**config.mk**
```make
export PLATFORM = sky130hd
export DESIGN_NAME = iob_spi_xip_rdbuf
export DESIGN_NICKNAME = d
export VERILOG_FILES = /design/src/rtl/iob_spi_xip_rdbuf_pkg.sv /design/src/rtl/iob_spi_xip_line_mem.sv /design/src/rtl/iob_spi_xip_rdbuf.sv
export SDC_FILE = /design/constraint.sdc
export NUM_CORES = 1
export LEC_CHECK = 0
export ABC_AREA = 0
export ABC_CLOCK_PERIOD_IN_PS = 4800
export CORE_MARGIN = 4
export CORE_UTILIZATION = 50
export DETAILED_ROUTE_END_ITERATION = 10
export GPL_TIMING_DRIVEN = 0
export PLACE_DENSITY_LB_ADDON = 0.2
export SYNTH_ARGS = -nofsm -noshare
export SYNTH_HDL_FRONTEND = slang
export SYNTH_SLANG_ARGS = --single-unit
```
**constraint.sdc**
```tcl
create_clock -name clk_i -period 4.8 [get_ports clk_i]
set_clock_uncertainty 0.1 [all_clocks]
set_input_delay 0.72 -clock clk_i [delete_from_list [all_inputs] [get_ports clk_i]]
set_output_delay 0.72 -clock clk_i [all_outputs]
set_load 0.01 [all_outputs]
```
**src/rtl/iob_spi_xip_rdbuf_pkg.sv**
```systemverilog
// Shared definitions for the SPI XIP read buffer.
// Holds the controller state encoding and the address-field width helpers
// used to split a flash byte address into tag / word index / byte offset.
package iob_spi_xip_rdbuf_pkg;

  typedef enum logic [1:0] {
    IDLE = 2'd0,
    REQ  = 2'd1,
    WAIT = 2'd2
  } state_t;

  // Word-index width: log2 of the number of words in the line buffer.
  function automatic int unsigned word_idx_w(input int unsigned line_words);
    return $clog2(line_words);
  endfunction

  // Tag width: everything above the word index and the 2-bit byte offset.
  function automatic int unsigned tag_w(input int unsigned flash_addr_w,
                                        input int unsigned line_words);
    return flash_addr_w - 2 - $clog2(line_words);
  endfunction

endpackage

```
**src/rtl/iob_spi_xip_line_mem.sv**
```systemverilog
// Line storage for the XIP read buffer: LINE_WORDS x DATA_W.
// Ports:
//   clk_i            clock (rising edge)
//   we_i/waddr_i/wdata_i  synchronous write port
//   raddr_i/rdata_o  asynchronous read port
// Contents are not reset.
module iob_spi_xip_line_mem #(
  parameter int DATA_W     = 32,
  parameter int LINE_WORDS = 4,
  parameter int ADDR_W     = 2
) (
  input  logic              clk_i,
  input  logic              we_i,
  input  logic [ADDR_W-1:0] waddr_i,
  input  logic [DATA_W-1:0] wdata_i,
  input  logic [ADDR_W-1:0] raddr_i,
  output logic [DATA_W-1:0] rdata_o
);

  logic [DATA_W-1:0] mem [LINE_WORDS];

  always_ff @(posedge clk_i) begin
    if (we_i) mem[waddr_i] <= wdata_i;
  end

  assign rdata_o = mem[raddr_i];

endmodule

```
**src/rtl/iob_spi_xip_rdbuf.sv**
```systemverilog
// SPI flash execute-in-place read buffer: a single line buffer in front of a
// word-read SPI flash controller.
// Ports:
//   clk_i, arst_i        clock, asynchronous active-high reset
//   flush_i              invalidates the line buffer
//   iob_avalid_i/iob_addr_i/iob_wstrb_i/iob_ready_o/iob_rvalid_o/iob_rdata_o
//                        CPU side (writes only invalidate the line)
//   fl_valid_o/fl_addr_o/fl_ready_i/fl_rdata_i
//                        word-read requests to the flash controller
// Configuration macro: IOB_SPI_XIP_RDBUF_CWF_EN -- critical word first fill.
module iob_spi_xip_rdbuf
  import iob_spi_xip_rdbuf_pkg::*;
#(
  parameter int DATA_W       = 32,
  parameter int FLASH_ADDR_W = 24,
  parameter int LINE_WORDS   = 4
) (
  input  logic                    clk_i,
  input  logic                    arst_i,
  input  logic                    flush_i,
  input  logic                    iob_avalid_i,
  input  logic [FLASH_ADDR_W-1:0] iob_addr_i,
  input  logic [DATA_W/8-1:0]     iob_wstrb_i,
  output logic                    iob_ready_o,
  output logic                    iob_rvalid_o,
  output logic [DATA_W-1:0]       iob_rdata_o,
  output logic                    fl_valid_o,
  output logic [FLASH_ADDR_W-1:0] fl_addr_o,
  input  logic                    fl_ready_i,
  input  logic [DATA_W-1:0]       fl_rdata_i
);

  localparam int unsigned WORD_IDX_W = word_idx_w(LINE_WORDS);
  localparam int unsigned TAG_W      = tag_w(FLASH_ADDR_W, LINE_WORDS);

  state_t                  state_q, state_d;
  logic                    line_valid_q;
  logic                    fill_flushed_q;
  logic [TAG_W-1:0]        tag_q;
  logic [WORD_IDX_W-1:0]   req_idx_q;
  logic [WORD_IDX_W-1:0]   cnt_q;
  logic [WORD_IDX_W-1:0]   cnt_nxt;
  logic [WORD_IDX_W-1:0]   fill_start;
  logic [WORD_IDX_W-1:0]   miss_start;
  logic [TAG_W-1:0]        addr_tag;
  logic [WORD_IDX_W-1:0]   addr_idx;
  logic                    accept, is_write, hit;
  logic                    fill_beat, fill_last, resp_beat;
  logic [WORD_IDX_W-1:0]   mem_raddr;
  logic [DATA_W-1:0]       mem_rdata;
  logic [DATA_W-1:0]       resp_data;
  logic [FLASH_ADDR_W-1:0] fl_addr_q;
  logic                    rvalid_q;
  logic [DATA_W-1:0]       rdata_q;
  logic                    unused_addr_lsb;

  assign unused_addr_lsb = ^iob_addr_i[1:0];

  assign addr_idx = iob_addr_i[2 +: WORD_IDX_W];
  assign addr_tag = iob_addr_i[FLASH_ADDR_W-1 -: TAG_W];

  assign iob_ready_o = (state_q == IDLE);
  assign fl_valid_o  = (state_q == REQ);
  assign fl_addr_o   = fl_addr_q;
  assign iob_rvalid_o = rvalid_q;
  assign iob_rdata_o  = rdata_q;

  assign accept   = iob_avalid_i & iob_ready_o;
  assign is_write = |iob_wstrb_i;
  // A flush arriving with the request turns it into a miss.
  assign hit      = line_valid_q & ~flush_i & (tag_q == addr_tag);

  assign fill_beat = (state_q == WAIT) & fl_ready_i;
  assign cnt_nxt   = cnt_q + 1'b1;

`ifdef IOB_SPI_XIP_RDBUF_CWF_EN
  assign miss_start = addr_idx;
  assign fill_start = req_idx_q;
  // The requested word is the first one fetched.
  assign resp_beat  = fill_beat & (cnt_q == req_idx_q);
`else
  assign miss_start = '0;
  assign fill_start = '0;
  assign resp_beat  = fill_beat & fill_last;
`endif

  // The counter wraps at LINE_WORDS, so the fill ends on the word just
  // before the one it started from.
  assign fill_last = (cnt_nxt == fill_start);

  // IDLE reads the CPU-addressed word for hits; during a fill the port is
  // free to fetch the requested word for the end-of-fill response.
  assign mem_raddr = (state_q == IDLE) ? addr_idx : req_idx_q;
  assign resp_data = (cnt_q == req_idx_q) ? fl_rdata_i : mem_rdata;

  iob_spi_xip_line_mem #(
    .DATA_W    (DATA_W),
    .LINE_WORDS(LINE_WORDS),
    .ADDR_W    (WORD_IDX_W)
  ) u_line_mem (
    .clk_i  (clk_i),
    .we_i   (fill_beat),
    .waddr_i(cnt_q),
    .wdata_i(fl_rdata_i),
    .raddr_i(mem_raddr),
    .rdata_o(mem_rdata)
  );

  always_comb begin
    state_d = state_q;
    case (state_q)
      IDLE: if (accept && !is_write && !hit) state_d = REQ;
      REQ:  state_d = WAIT;
      WAIT: if (fl_ready_i) state_d = fill_last ? IDLE : REQ;
      default: state_d = IDLE;
    endcase
  end

  always_ff @(posedge clk_i or posedge arst_i) begin
    if (arst_i) begin
      state_q        <= IDLE;
      line_valid_q   <= 1'b0;
      fill_flushed_q <= 1'b0;
      tag_q          <= '0;
      req_idx_q      <= '0;
      cnt_q          <= '0;
      fl_addr_q      <= '0;
      rvalid_q       <= 1'b0;
      rdata_q        <= '0;
    end else begin
      state_q  <= state_d;
      rvalid_q <= 1'b0;
      case (state_q)
        IDLE: begin
          if (accept) begin
            if (is_write) begin
              line_valid_q <= 1'b0;
            end else if (hit) begin
              rvalid_q <= 1'b1;
              rdata_q  <= mem_rdata;
            end else begin
              tag_q          <= addr_tag;
              req_idx_q      <= addr_idx;
              cnt_q          <= miss_start;
              line_valid_q   <= 1'b0;
              fill_flushed_q <= 1'b0;
              fl_addr_q      <= {addr_tag, miss_start, 2'b00};
            end
          end
        end
        WAIT: begin
          if (fl_ready_i) begin
            if (resp_beat) begin
              rvalid_q <= 1'b1;
              rdata_q  <= resp_data;
            end
            if (fill_last) begin
              line_valid_q <= ~(fill_flushed_q | flush_i);
            end else begin
              cnt_q     <= cnt_nxt;
              fl_addr_q <= {tag_q, cnt_nxt, 2'b00};
            end
          end
        end
        default: ;
      endcase
      // Flush overrides any valid update above; a flush seen mid-fill is
      // remembered so the completing fill leaves the line invalid.
      if (flush_i) begin
        line_valid_q <= 1'b0;
        if (state_q != IDLE) fill_flushed_q <= 1'b1;
      end
    end
  end

endmodule
```
Word level (Yosys, flattened, before mapping)
Memory sizes are Yosys's and may differ from the RTL's.
Cells that the tools add are included.
{"block": "totals", "ff_bits": 85, "latch_bits": 0, "ramBits": 128, "rom_bits": 0, "inputBits": 65, "out_inout_bits": 59, "word_cells": 97, "n_memories": 1}
{"block": "classes", "addsub": 1, "multipliers": 0, "div_mod_pow": 0, "magnitude_cmp": 0, "n_eq_ne": 16, "shifts": 0, "mux": 45, "bitwise": 10, "reduce_logical": 15}
{"name": "u_line_mem.mem", "depth": 4, "width": 32, "rd": 1, "rd_clocked_by_memory_dff": 0, "write_ports": 1, "line_no": "iob_spi_xip_line_mem.sv:20", "rtl": "logic [DATA_W-1:0] mem [LINE_WORDS];"}
{"op": "$mux 32", "count": 6}
{"op": "$mux 24", "count": 5}
{"op": "$pmux 32 s2", "count": 1}
{"op": "$pmux 24 s2", "count": 1}
{"op": "$eq 20x20->1", "count": 1}
{"op": "$mux 1", "count": 20}
{"op": "$mux 2", "count": 8}
{"op": "$reduce_and 6->1", "count": 2}
{"op": "$ne 2x2->1 const B", "count": 5}
{"op": "$ne 2x1->1 const B", "count": 3}
{"op": "$ne 3x3->1 const B", "count": 2}
{"op": "$pmux 2 s3", "count": 1}
{"op": "$and 1x1->1", "count": 5}
{"op": "$reduce_and 5->1", "count": 1}
{"op": "$logic_not 2->1", "count": 2}
{"op": "$ne 4x4->1 const B", "count": 1}
{"op": "$not 1->1", "count": 4}
{"op": "$pmux 1 s2", "count": 2}
{"op": "$pmux 2 s2", "count": 1}
{"op": "$reduce_and 4->1", "count": 1}
{"op": "$reduce_bool 2->1", "count": 2}
{"op": "$reduce_or 4->1", "count": 1}
{"op": "$ne 3x2->1 const B", "count": 1}
{"op": "$reduce_bool 3->1", "count": 1}
{"op": "other kinds (8)", "count": 10}

Logic depth before layout (Yosys ltp)
Gate-level depths: netlist (run 1).
{"block": "depth", "depth_word": 9, "mapped_depth": 8, "ltp_nobuf": 5}

Modules after synthesis
From an unflattened synthesis (run 1), not the netlist that was laid out.
{"block": "hier_totals", "hier_cells": 463, "area_unflattened_um2": 8836.0}
{"module": "iob_spi_xip_line_mem", "instances": 1, "cells_per_inst": 171, "area_per_inst_um2": 4689.5, "seq_area_each_um2": 3843.7}
{"module": "iob_spi_xip_rdbuf", "instances": 1, "cells_per_inst": 292, "area_per_inst_um2": 4146.5, "seq_area_each_um2": 2026.9}

Worst setup path before layout (run 1)
Ideal clock, no wire load.
{"block": "synth_timing", "kind": "input-to-reg", "startpoint": "input port iob_wstrb_i[1]", "endpoint": "register fl_addr_q[11], in the netlist fl_addr_o[11]", "setup_time_ns": 0.125, "arrival_time_ns": 2.170, "t_required_ns": 4.575, "setup_slack_ns": 2.405, "path_stages": 6, "n_path_buf": 1, "path_cell_list": "nor4_2 -> nand3_1 -> o31a_1 -> a311oi_4 -> buf_6 -> mux2_4"}
{"block": "synth_between", "elab_chain_len": 3}
{"item": "start, declared", "line_no": "iob_spi_xip_rdbuf.sv:23", "rtl": "input logic [DATA_W/8-1:0] iob_wstrb_i,"}
{"item": "$reduce_or 4->1", "line_no": "iob_spi_xip_rdbuf.sv:69", "rtl": "assign is_write = |iob_wstrb_i;"}
{"item": "$ne 2x2->1 (no source line)"}
{"item": "$reduce_and 6->1 (no source line)"}
{"item": "end signal, assigned", "line_no": "iob_spi_xip_rdbuf.sv:147", "rtl": "fl_addr_q <= {addr_tag, miss_start, 2'b00};"}
{"item": "end signal, assigned", "line_no": "iob_spi_xip_rdbuf.sv:161", "rtl": "fl_addr_q <= {tag_q, cnt_nxt, 2'b00};"}
{"item": "end, declared", "line_no": "iob_spi_xip_rdbuf.sv:52", "rtl": "logic [FLASH_ADDR_W-1:0] fl_addr_q;"}
Every way passes these cells.
A chain may end at the register's enable or synchronous reset.

Final worst setup path (run 1)
{"block": "layout_timing", "startpoint": "register state_q[0]", "endpoint": "output port fl_valid_o"}
{"block": "layout_between", "elab_chain_len": 1}
{"item": "start, declared", "line_no": "iob_spi_xip_rdbuf.sv:36", "rtl": "state_t state_q, state_d;"}
{"item": "start signal, assigned", "line_no": "iob_spi_xip_rdbuf.sv:131", "rtl": "state_q <= state_d;"}
{"item": "$eq 2x1->1", "line_no": "iob_spi_xip_rdbuf.sv:63", "rtl": "assign fl_valid_o = (state_q == REQ);"}
{"item": "end, declared", "line_no": "iob_spi_xip_rdbuf.sv:27", "rtl": "output logic fl_valid_o,"}
Every way passes these cells.

==> impl_metrics.json, run 1 <==
{
  "yosysSeqAreaShare_pct": 64.3,
  "clk_latency_ns": 0.50,
  "r2r_cells": 4,
  "stdcell_count": 1008,
  "highest_layer": "met5",
  "grt_remaining_overflow": 0,
  "max_slew_margin_pct": 39.0,
  "start_util_pct": 50.8,
  "cts_buffers": 22,
  "end_kind": "primary output",
  "layout_commonest_cell": "edfxtp_1",
  "async_reset_ff_share_pct": 38.8,
  "whs_ns": 0.410,
  "ant_nets": 0,
  "peakVddDrop_mv": 0.384,
  "vias_per_cell": 5.56,
  "area_growth_pct": 23.8,
  "grt_max_degree": 58,
  "cpMaxStageDelayCell": "clkdlybuf4s50_1",
  "rsz0062_at_grt": "no",
  "ctsResizeCount": 0,
  "ctsHtreeMaxLevel": 1,
  "hold_path_depth": 1,
  "drive_gt1_share_pct": 20.9,
  "diodes": 0,
  "rows": 49,
  "p_per_area_nw_per_um2": 531,
  "drt-met1-wl_um": 8630,
  "ys_warn_count": 0,
  "synthFlopType": "edfxtp_1",
  "startpoint_type": "flop",
  "synth-edff-count": 128,
  "post_drt_wl_per_cell_um": 20.1,
  "arrival_ns": 2.00,
  "die_w_um": 143,
  "finalWorstSetupSlack_ns": 1.98,
  "cts_tree": "yes",
  "synth.distinct_cells": 43,
  "cp_slowest_stage_delay_ns": 0.60,
  "fill_cells": 1360,
  "grt_pass1_vias": 6105,
  "post-route-period-util_pct": 58.8,
  "syn_area_per_cell_um2": 14.7,
  "io_pins": 124,
  "fin_nets": 834,
  "drcViolationCount": 0,
  "cts-hold-fix-buffers": 0,
  "drt-initial-drc-count": 421,
  "die_area_um2": 20500,
  "antenna_found_initial": 1,
  "postSynthCellCount": 619,
  "finalHoldViolCount": 0,
  "status": "complete, no violations",
  "clock_sinks": 209,
  "cts_setup_buffers": 0,
  "synth_area_um2": 9130,
  "p_leak_nw": 4.52,
  "worstPathMaxFanout": 10,
  "synth-seq-cells": 209,
  "finalSetupViolations": 0,
  "path_clk_slew_ns": 0.06,
  "place_ws_ns": 1.69,
  "min_period_ns": 2.82,
  "gp_congestion": 0.758,
  "clk_path_buf_depth": 3,
  "placed_cells": 969,
  "cp_cell_sequence": "buf_2 > nor2b_1 > clkdlybuf4s50_1",
  "cp.required_ns": 3.98,
  "hpwl_um": 12900,
  "wl_met2_um": 10100,
  "drt_first_pass_iters": 5,
  "power_mw": 6.00,
  "wl_um": 20200,
  "hold_path_class": "reg -> reg",
  "die_h_um": 143,
  "num_vias": 5600,
  "cts-root-buf": "clkbuf_16",
  "tightest_slew_ns": 0.916,
  "max_cap_violations": 0,
  "core_area_um2": 18000,
  "crit_type": "reg -> out",
  "fmax_ghz": 0.354,
  "grt_use_total_pct": 20.2,
  "portBuffers": 119,
  "fin_setup_tns_ns": 0,
  "grt_pass1_wl_um": 32600,
  "slew_viol_final": 0,
  "layout_common_cells": "edfxtp_1, clkdlybuf4s50_1, dfrtp_1, nand3_1, mux2_2",
  "wl_met3_um": 1230
}
[layout make-up]
type	count	area, um2	area share [%]
Sequential cell	209	5870	51.9
Multi-Input combinational cell	333	2900	25.6
Timing Repair Buffer	120	1220	10.8
Clock buffer	28	604	5.35
Tap cell	229	287	2.54
Buffer	39	221	1.96
Inverter	39	149	1.32
Clock inverter	11	55.1	0.487
[through the flow]
| step | area, um2 | utilization, % |
|---|---|---|
| 2_1_floorplan | 9130 | - |
| 3_3_place_gp | 10600 | 59.1 |
| 3_5_place_dp | 10600 | 59.2 |
| 4_1_cts | 11300 | 62.9 |
| 5_1_grt | 11300 | 62.9 |
| 6_report | 11300 | 62.9 |
[power breakdown]
group	switching (mW)	leakage [nW]	internal [mW]	total [mW]
logic	0.902	2.12	1.06	1.96
registers	0.220	2.07	2.26	2.48
clock network	0.675	0.332	0.889	1.56
total	1.80	4.52	4.20	6.00
[final timing paths]
| path | start | end | slack, ns |
|---|---|---|---|
| max | state_q[0] | fl_valid_o | 1.98 |
| min | fl_addr_o[15] | fl_addr_o[15] | 0.41 |
| max reg2reg | state_q[0] | u_line_mem.mem[0][17] | 2.19 |
| min reg2reg | fl_addr_o[15] | fl_addr_o[15] | 0.41 |
| max in group asynchronous | arst_i | iob_rdata_o[21] | 3.53 |
| min in group asynchronous | arst_i | iob_rdata_o[15] | 0.46 |
[state kept, by name, indices dropped and copies added, names as in the netlist]
signal and count:
fill_flushed_q 1, req_idx_q 2, tag_q 20, cnt_q 1, fl_addr_o 21, line_valid_q 1, u_line_mem.mem 128, iob_rdata_o 32
iob_rvalid_o 1, state_q 2
[cells in the mapped netlist (2+ instances only)]
| cell type | count | area [um2] |
|---|---|---|
| buf_2 | 12 | 60.1 |
| mux2i_1 | 32 | 320 |
| inv_1 | 39 | 146 |
| dfrtp_1 | 81 | 2030 |
| nor4_1 | 2 | 12.5 |
| buf_4 | 2 | 15.0 |
| buf_6 | 7 | 78.8 |
| nand3_1 | 69 | 345 |
| o221ai_1 | 32 | 280 |
| mux2_4 | 36 | 541 |
| and3_1 | 5 | 31.3 |
| xnor2_1 | 21 | 184 |
| ha_1 | 5 | 62.6 |
| nor2b_1 | 2 | 12.5 |
| o21ai_0 | 38 | 190 |
| nor2_2 | 2 | 12.5 |
| nand4_1 | 5 | 31.3 |
| a21oi_2 | 2 | 17.5 |
| clkbuf_1 | 17 | 63.8 |
| nor2_1 | 2 | 7.51 |
| nand2_1 | 2 | 7.51 |
| mux2_2 | 58 | 653 |
| edfxtp_1 | 128 | 3840 |
[worst max-delay path, delay by kind of cell (launching register included)]
kind / cells / cell delay, ns
buffers and inverters: 2 / 0.86
DFF: 1 / 0.44
and+or+nand+nor: 1 / 0.21
[layer usage]
layer | vias to the layer above | track usage, %
li1 | 2610 | -
met1 | 2791 | 26.7
met2 | 170 | 34.0
met3 | 27 | 4.29
met4 | 2 | 5.40
met5 | - | 0
[cell families (layout without fill, tap and decap cells)]
logic type | Yosys count | count (layout) | share of synthesized area (%)
flip-flops | 209 | 209 | 64.3
buffers and inverters | 78 | 237 | 4.03
adder cells (fa/ha/maj) | 5 | 5 | 0.685
AO/OA/AOI/OAI | 80 | 80 | 6.17
multiplexers | 126 | 126 | 16.6
AND/OR/NAND/NOR | 98 | 98 | 6.05
XOR/XNOR | 22 | 22 | 2.11
other | 1 | 2 | 0.0411
No activity file was read; power rests on OpenSTA's default activity.
==> run 2, diff against run 1 <==
Settings changed: ABC_CLOCK_PERIOD_IN_PS 4800 to 2800.
Clock period 4.8 ns to 2.8 ns, I/O delays scaled along.
==> run 2 against run 1 <==
Combinational power increased by 71%. Critical path depth increased by 1. Global-route usage unchanged. Clock-buffer cell count unchanged. Core utilization about the same. Clock power increased by 72%. Register-to-register slack got worse by 2.0 ns. Largest power group unchanged.
==> impl_metrics.json, run 2 (same netlist as run 1, synthesis figures left out) <==
{
  "crit_type": "reg -> reg",
  "core_area_um2": 18000,
  "max_slew_margin_pct": 39.9,
  "area_growth_pct": 23.9,
  "p_leak_nw": 4.52,
  "max_cap_violations": 0,
  "cts-hold-fix-buffers": 0,
  "grt_pass1_vias": 6105,
  "hold_path_class": "in -> async",
  "post-route-period-util_pct": 93.0,
  "grt_use_total_pct": 20.2,
  "layout_commonest_cell": "edfxtp_1",
  "largest_reg_flops": 128,
  "io_pins": 124,
  "grt_pass1_wl_um": 32600,
  "peakVddDrop_mv": 0.658,
  "ctsHtreeMaxLevel": 1,
  "diodes": 0,
  "fin_nets": 834,
  "cts_buffers": 22,
  "hpwl_um": 12900,
  "cpMaxStageDelayCell": "and3_2",
  "layout_common_cells": "edfxtp_1, clkdlybuf4s50_1, dfrtp_1, nand3_1, mux2_2",
  "finalSetupViolations": 0,
  "rsz0062_at_grt": "no",
  "fmax_ghz": 0.384,
  "cp_slowest_stage_delay_ns": 0.87,
  "cts_setup_buffers": 0,
  "num_vias": 5616,
  "start_util_pct": 50.8,
  "gp_congestion": 0.758,
  "die_w_um": 143,
  "crit_family": "simple AND/OR/NAND/NOR gates",
  "regMostFlops": "u_line_mem.mem",
  "tightest_slew_ns": 0.902,
  "antenna_found_initial": 1,
  "drt_first_pass_iters": 5,
  "wl_um": 20200,
  "die_area_um2": 20500,
  "status": "complete, no violations",
  "cp_cell_sequence": "nor2b_1 > buf_2 > buf_1 > and3_2",
  "drcViolationCount": 0,
  "rows": 49,
  "grt_remaining_overflow": 0,
  "ant_nets": 0,
  "grt_max_degree": 58,
  "startpoint_type": "flop",
  "end_kind": "flop",
  "vias_per_cell": 5.57,
  "fin_setup_tns_ns": 0,
  "worstPathMaxFanout": 32,
  "drt-initial-drc-count": 411,
  "crit_buf_inv": 2,
  "clock_sinks": 209,
  "clk_path_buf_depth": 3,
  "drive_gt1_share_pct": 20.9,
  "whs_ns": 0.157,
  "finalHoldViolCount": 0,
  "cts_tree": "yes",
  "cts-root-buf": "clkbuf_16",
  "die_h_um": 143,
  "arrival_ns": 2.63,
  "path_clk_slew_ns": 0.06,
  "p_per_area_nw_per_um2": 910,
  "cp.required_ns": 2.82,
  "clk_latency_ns": 0.50,
  "portBuffers": 119,
  "slew_viol_final": 0,
  "min_period_ns": 2.60,
  "post_drt_wl_per_cell_um": 20.1
}
==> run 2: cell counts in the layout (fill, tap and decap cells not counted) <==
Identical to the previous run, type by type.
==> run 2: what timing repair did <==
| item | CTS | global route |
|---|---|---|
| endpoints found under the setup margin | 0 | 6 |
| gates resized for setup | 0 | 1 |
| endpoints found under the hold margin | 0 | 0 |
==> run 2: stage by stage <==
| stage | setup WS [ns] | cells | util, % | instance area, um2 | power [mW] |
|---|---|---|---|---|---|
| final | 0.195 | 1008 | 62.9 | 11300 | 10.3 |
| after global routing | 0.0247 | 1008 | 62.9 | 11300 | 10.9 |
| after floorplan | 0.200 | 620 | - | 9130 | 6.23 |
| after global placement | -1.35 | 968 | 59.1 | 10600 | 7.57 |
| after detailed placement | -0.00757 | 969 | 59.2 | 10600 | 7.68 |
| after CTS | 0.139 | 1008 | 62.9 | 11300 | 10.4 |
==> run 2: cell type report <==
type	count	area, um2
fill	1360	6660
sequential	209	5870
inverter	39	149
timing repair buffer	120	1220
tap	229	287
clock buffer	28	604
buffer	39	221
multi-input combinational	333	2900
clock inverter	11	55.1
==> run 2: path summary, 6_finish.rpt <==
check | slack, ns | from | cells after the start | to
min reg2reg | 0.41 | fl_addr_o[15] | 1 | fl_addr_o[15]
min | 0.16 | arst_i | 2 | iob_rdata_o[15]
min in group clk_i | 0.41 | fl_addr_o[15] | 1 | fl_addr_o[15]
max reg2reg | 0.20 | state_q[0] | 4 | u_line_mem.mem[2][16]
max in group asynchronous | 1.83 | arst_i | 3 | iob_rdata_o[21]
max | 0.20 | state_q[0] | 4 | u_line_mem.mem[2][16]
==> run 2: layer usage <==
layer	vias up	GRT usage, %	wire [um]	part of all wire (%)
met5	-	0	12	0.059
met4	2	5.40	292	1.4
met3	25	4.29	1260	6.2
met2	173	34.0	10100	50
met1	2807	26.7	8600	43
li1	2609	-	-	-
==> run 2: power breakdown <==
group          switching [mW]  internal [mW]
Combinational            1.55           1.81
Clock                    1.16           1.52
Sequential              0.375           3.87
==> run 3, diff against run 2 <==
Settings changed: SLEW_MARGIN set to 20.
==> run 3 against run 2 <==
Via count grew 0.62%. Critical path depth shrank 1. Clock power grew 4%. First-iteration DRC count grew 10%. Combinational power is essentially flat. Total power grew 1.3%. Critical path type is now reg -> out. Largest power group unchanged.
==> impl_metrics.json, run 3 (same netlist as run 1, synthesis figures left out) <==
{
  "status": "complete, no violations",
  "finalSetupViolations": 0,
  "cts_tree": "yes",
  "diodes": 0,
  "drcViolationCount": 0,
  "r2r_cells": 7,
  "combPwrFrac_pct": 32.4,
  "clock_sinks": 209,
  "drt_first_pass_iters": 5,
  "ant_nets": 0,
  "hpwl_um": 13100,
  "layout_common_cells": "edfxtp_1, clkdlybuf4s50_1, dfrtp_1, nand3_1, mux2_2",
  "regMostFlops": "u_line_mem.mem",
  "peakVddDrop_mv": 0.504,
  "clk_path_buf_depth": 3,
  "die_w_um": 143,
  "grt_remaining_overflow": 0,
  "p_leak_nw": 4.57,
  "min_period_ns": 2.52,
  "core_area_um2": 18000,
  "whs_ns": 0.160,
  "largest_reg_flops": 128,
  "start_util_pct": 50.8,
  "netSwitchingFraction_pct": 29.5,
  "wl_um": 20400,
  "p_per_area_nw_per_um2": 911,
  "area_growth_pct": 25.3,
  "max_slew_margin_pct": 59.8,
  "finalWorstSetupSlack_ns": 0.282,
  "hold_path_class": "in -> async",
  "seqPwrFrac_pct": 40.8,
  "cts-root-buf": "clkbuf_16",
  "grt_pass1_wl_um": 32300,
  "end_kind": "primary output",
  "clk_latency_ns": 0.51,
  "placed_cells": 973,
  "place_ws_ns": -0.00676,
  "worstPathMaxFanout": 10,
  "portBuffers": 119,
  "die_h_um": 143,
  "layout_commonest_cell": "edfxtp_1",
  "dpl_cell_area_um2": 10700,
  "fmax_ghz": 0.397,
  "crit_type": "reg -> out",
  "r2r_slack_ns": 0.33,
  "grt_pass1_vias": 6089,
  "fin_setup_tns_ns": 0,
  "tightest_slew_ns": 0.603,
  "cts_buffers": 22,
  "power_frac_clock_pct": 26.8,
  "netSwitchingPower_mw": 3.07,
  "antenna_found_initial": 2,
  "stdcell_count": 1013,
  "rsz0062_at_grt": "no",
  "drt-initial-drc-count": 453,
  "cell_internal_pwr_mw": 7.35,
  "final_core_util_pct": 63.7,
  "cts_setup_buffers": 0,
  "gp_congestion": 0.758,
  "ctsResizeCount": 0,
  "power_mw": 10.4,
  "post_drt_wl_per_cell_um": 20.1,
  "grt_max_degree": 56,
  "startpoint_type": "flop",
  "post-route-period-util_pct": 89.9,
  "grt_use_total_pct": 19.9,
  "io_pins": 124,
  "max_cap_violations": 0,
  "cp.required_ns": 2.28,
  "critPathCapture": "fl_valid_o",
  "ctsHtreeMaxLevel": 1,
  "fin_area_um2": 11400,
  "finalHoldViolCount": 0,
  "rows": 49,
  "drive_gt1_share_pct": 21.0,
  "die_area_um2": 20500,
  "num_vias": 5651,
  "fill_cells": 1323,
  "arrival_ns": 2.00,
  "startpoint": "state_q[0]",
  "vias_per_cell": 5.58,
  "cts-hold-fix-buffers": 0,
  "worstReg2RegEnd": "iob_rdata_o[14]",
  "path_clk_slew_ns": 0.06,
  "slew_viol_final": 0,
  "reg2reg_from": "state_q[0]",
  "fin_nets": 838
}
[run 3: changes by cell type in the layout (fill, tap and decap cells not counted), moves of 2 or more]
cell	previous run	this run
clkinv_2	7	2
clkbuf_1	21	25
clkbuf_8	1	4
buf_12	0	2
buf_16	1	3
[run 3: power groups by stage]
stage / Sequential (mW) / Combinational, mW / Clock [mW]
final: 4.25 / 3.38 / 2.80
after global routing: 4.32 / 3.67 / 3.01
after CTS: 4.25 / 3.43 / 2.86
after detailed placement: 4.30 / 3.40 / 0
after global placement: 4.27 / 3.30 / 0
after floorplan: 4.41 / 1.83 / 0
[run 3: routing by layer]
metal,vias up,global-route usage [%],share of wire [%]
li1,2613,-,-
met1,2838,25.7,42
met2,172,34.1,50
met3,24,5.06,6.8
met4,4,4.65,1.4
met5,-,0,0.13
[run 3: how the worst min path moves through the flow]
stage / cells past startpoint / from / end
final: 2 / arst_i / iob_rdata_o[13]
after global routing: 2 / arst_i / iob_rdata_o[9]
after CTS: 2 / arst_i / iob_rdata_o[13]
after detailed placement: 1 / fl_addr_o[12] / fl_addr_o[12]
after global placement: 1 / fl_addr_o[11] / fl_addr_o[11]
after floorplan: 1 / flush_i / line_valid_q
[run 3: final cells by class]
class	instances	area, um2	area share [%]
Timing Repair Buffer	124	1310	11.5
Tap cell	229	287	2.51
Clock inverter	6	63.8	0.558
Buffer	39	221	1.94
Clock buffer	34	636	5.56
Multi-Input combinational cell	333	2900	25.3
Inverter	39	149	1.30
Sequential cell	209	5870	51.3
[run 3: critical path, stage by stage, from the launching register on]
cell and delay, ns:
dfrtp_1 0.43, buf_2 0.26, nor2b_1 0.21, clkdlybuf4s50_1 0.60
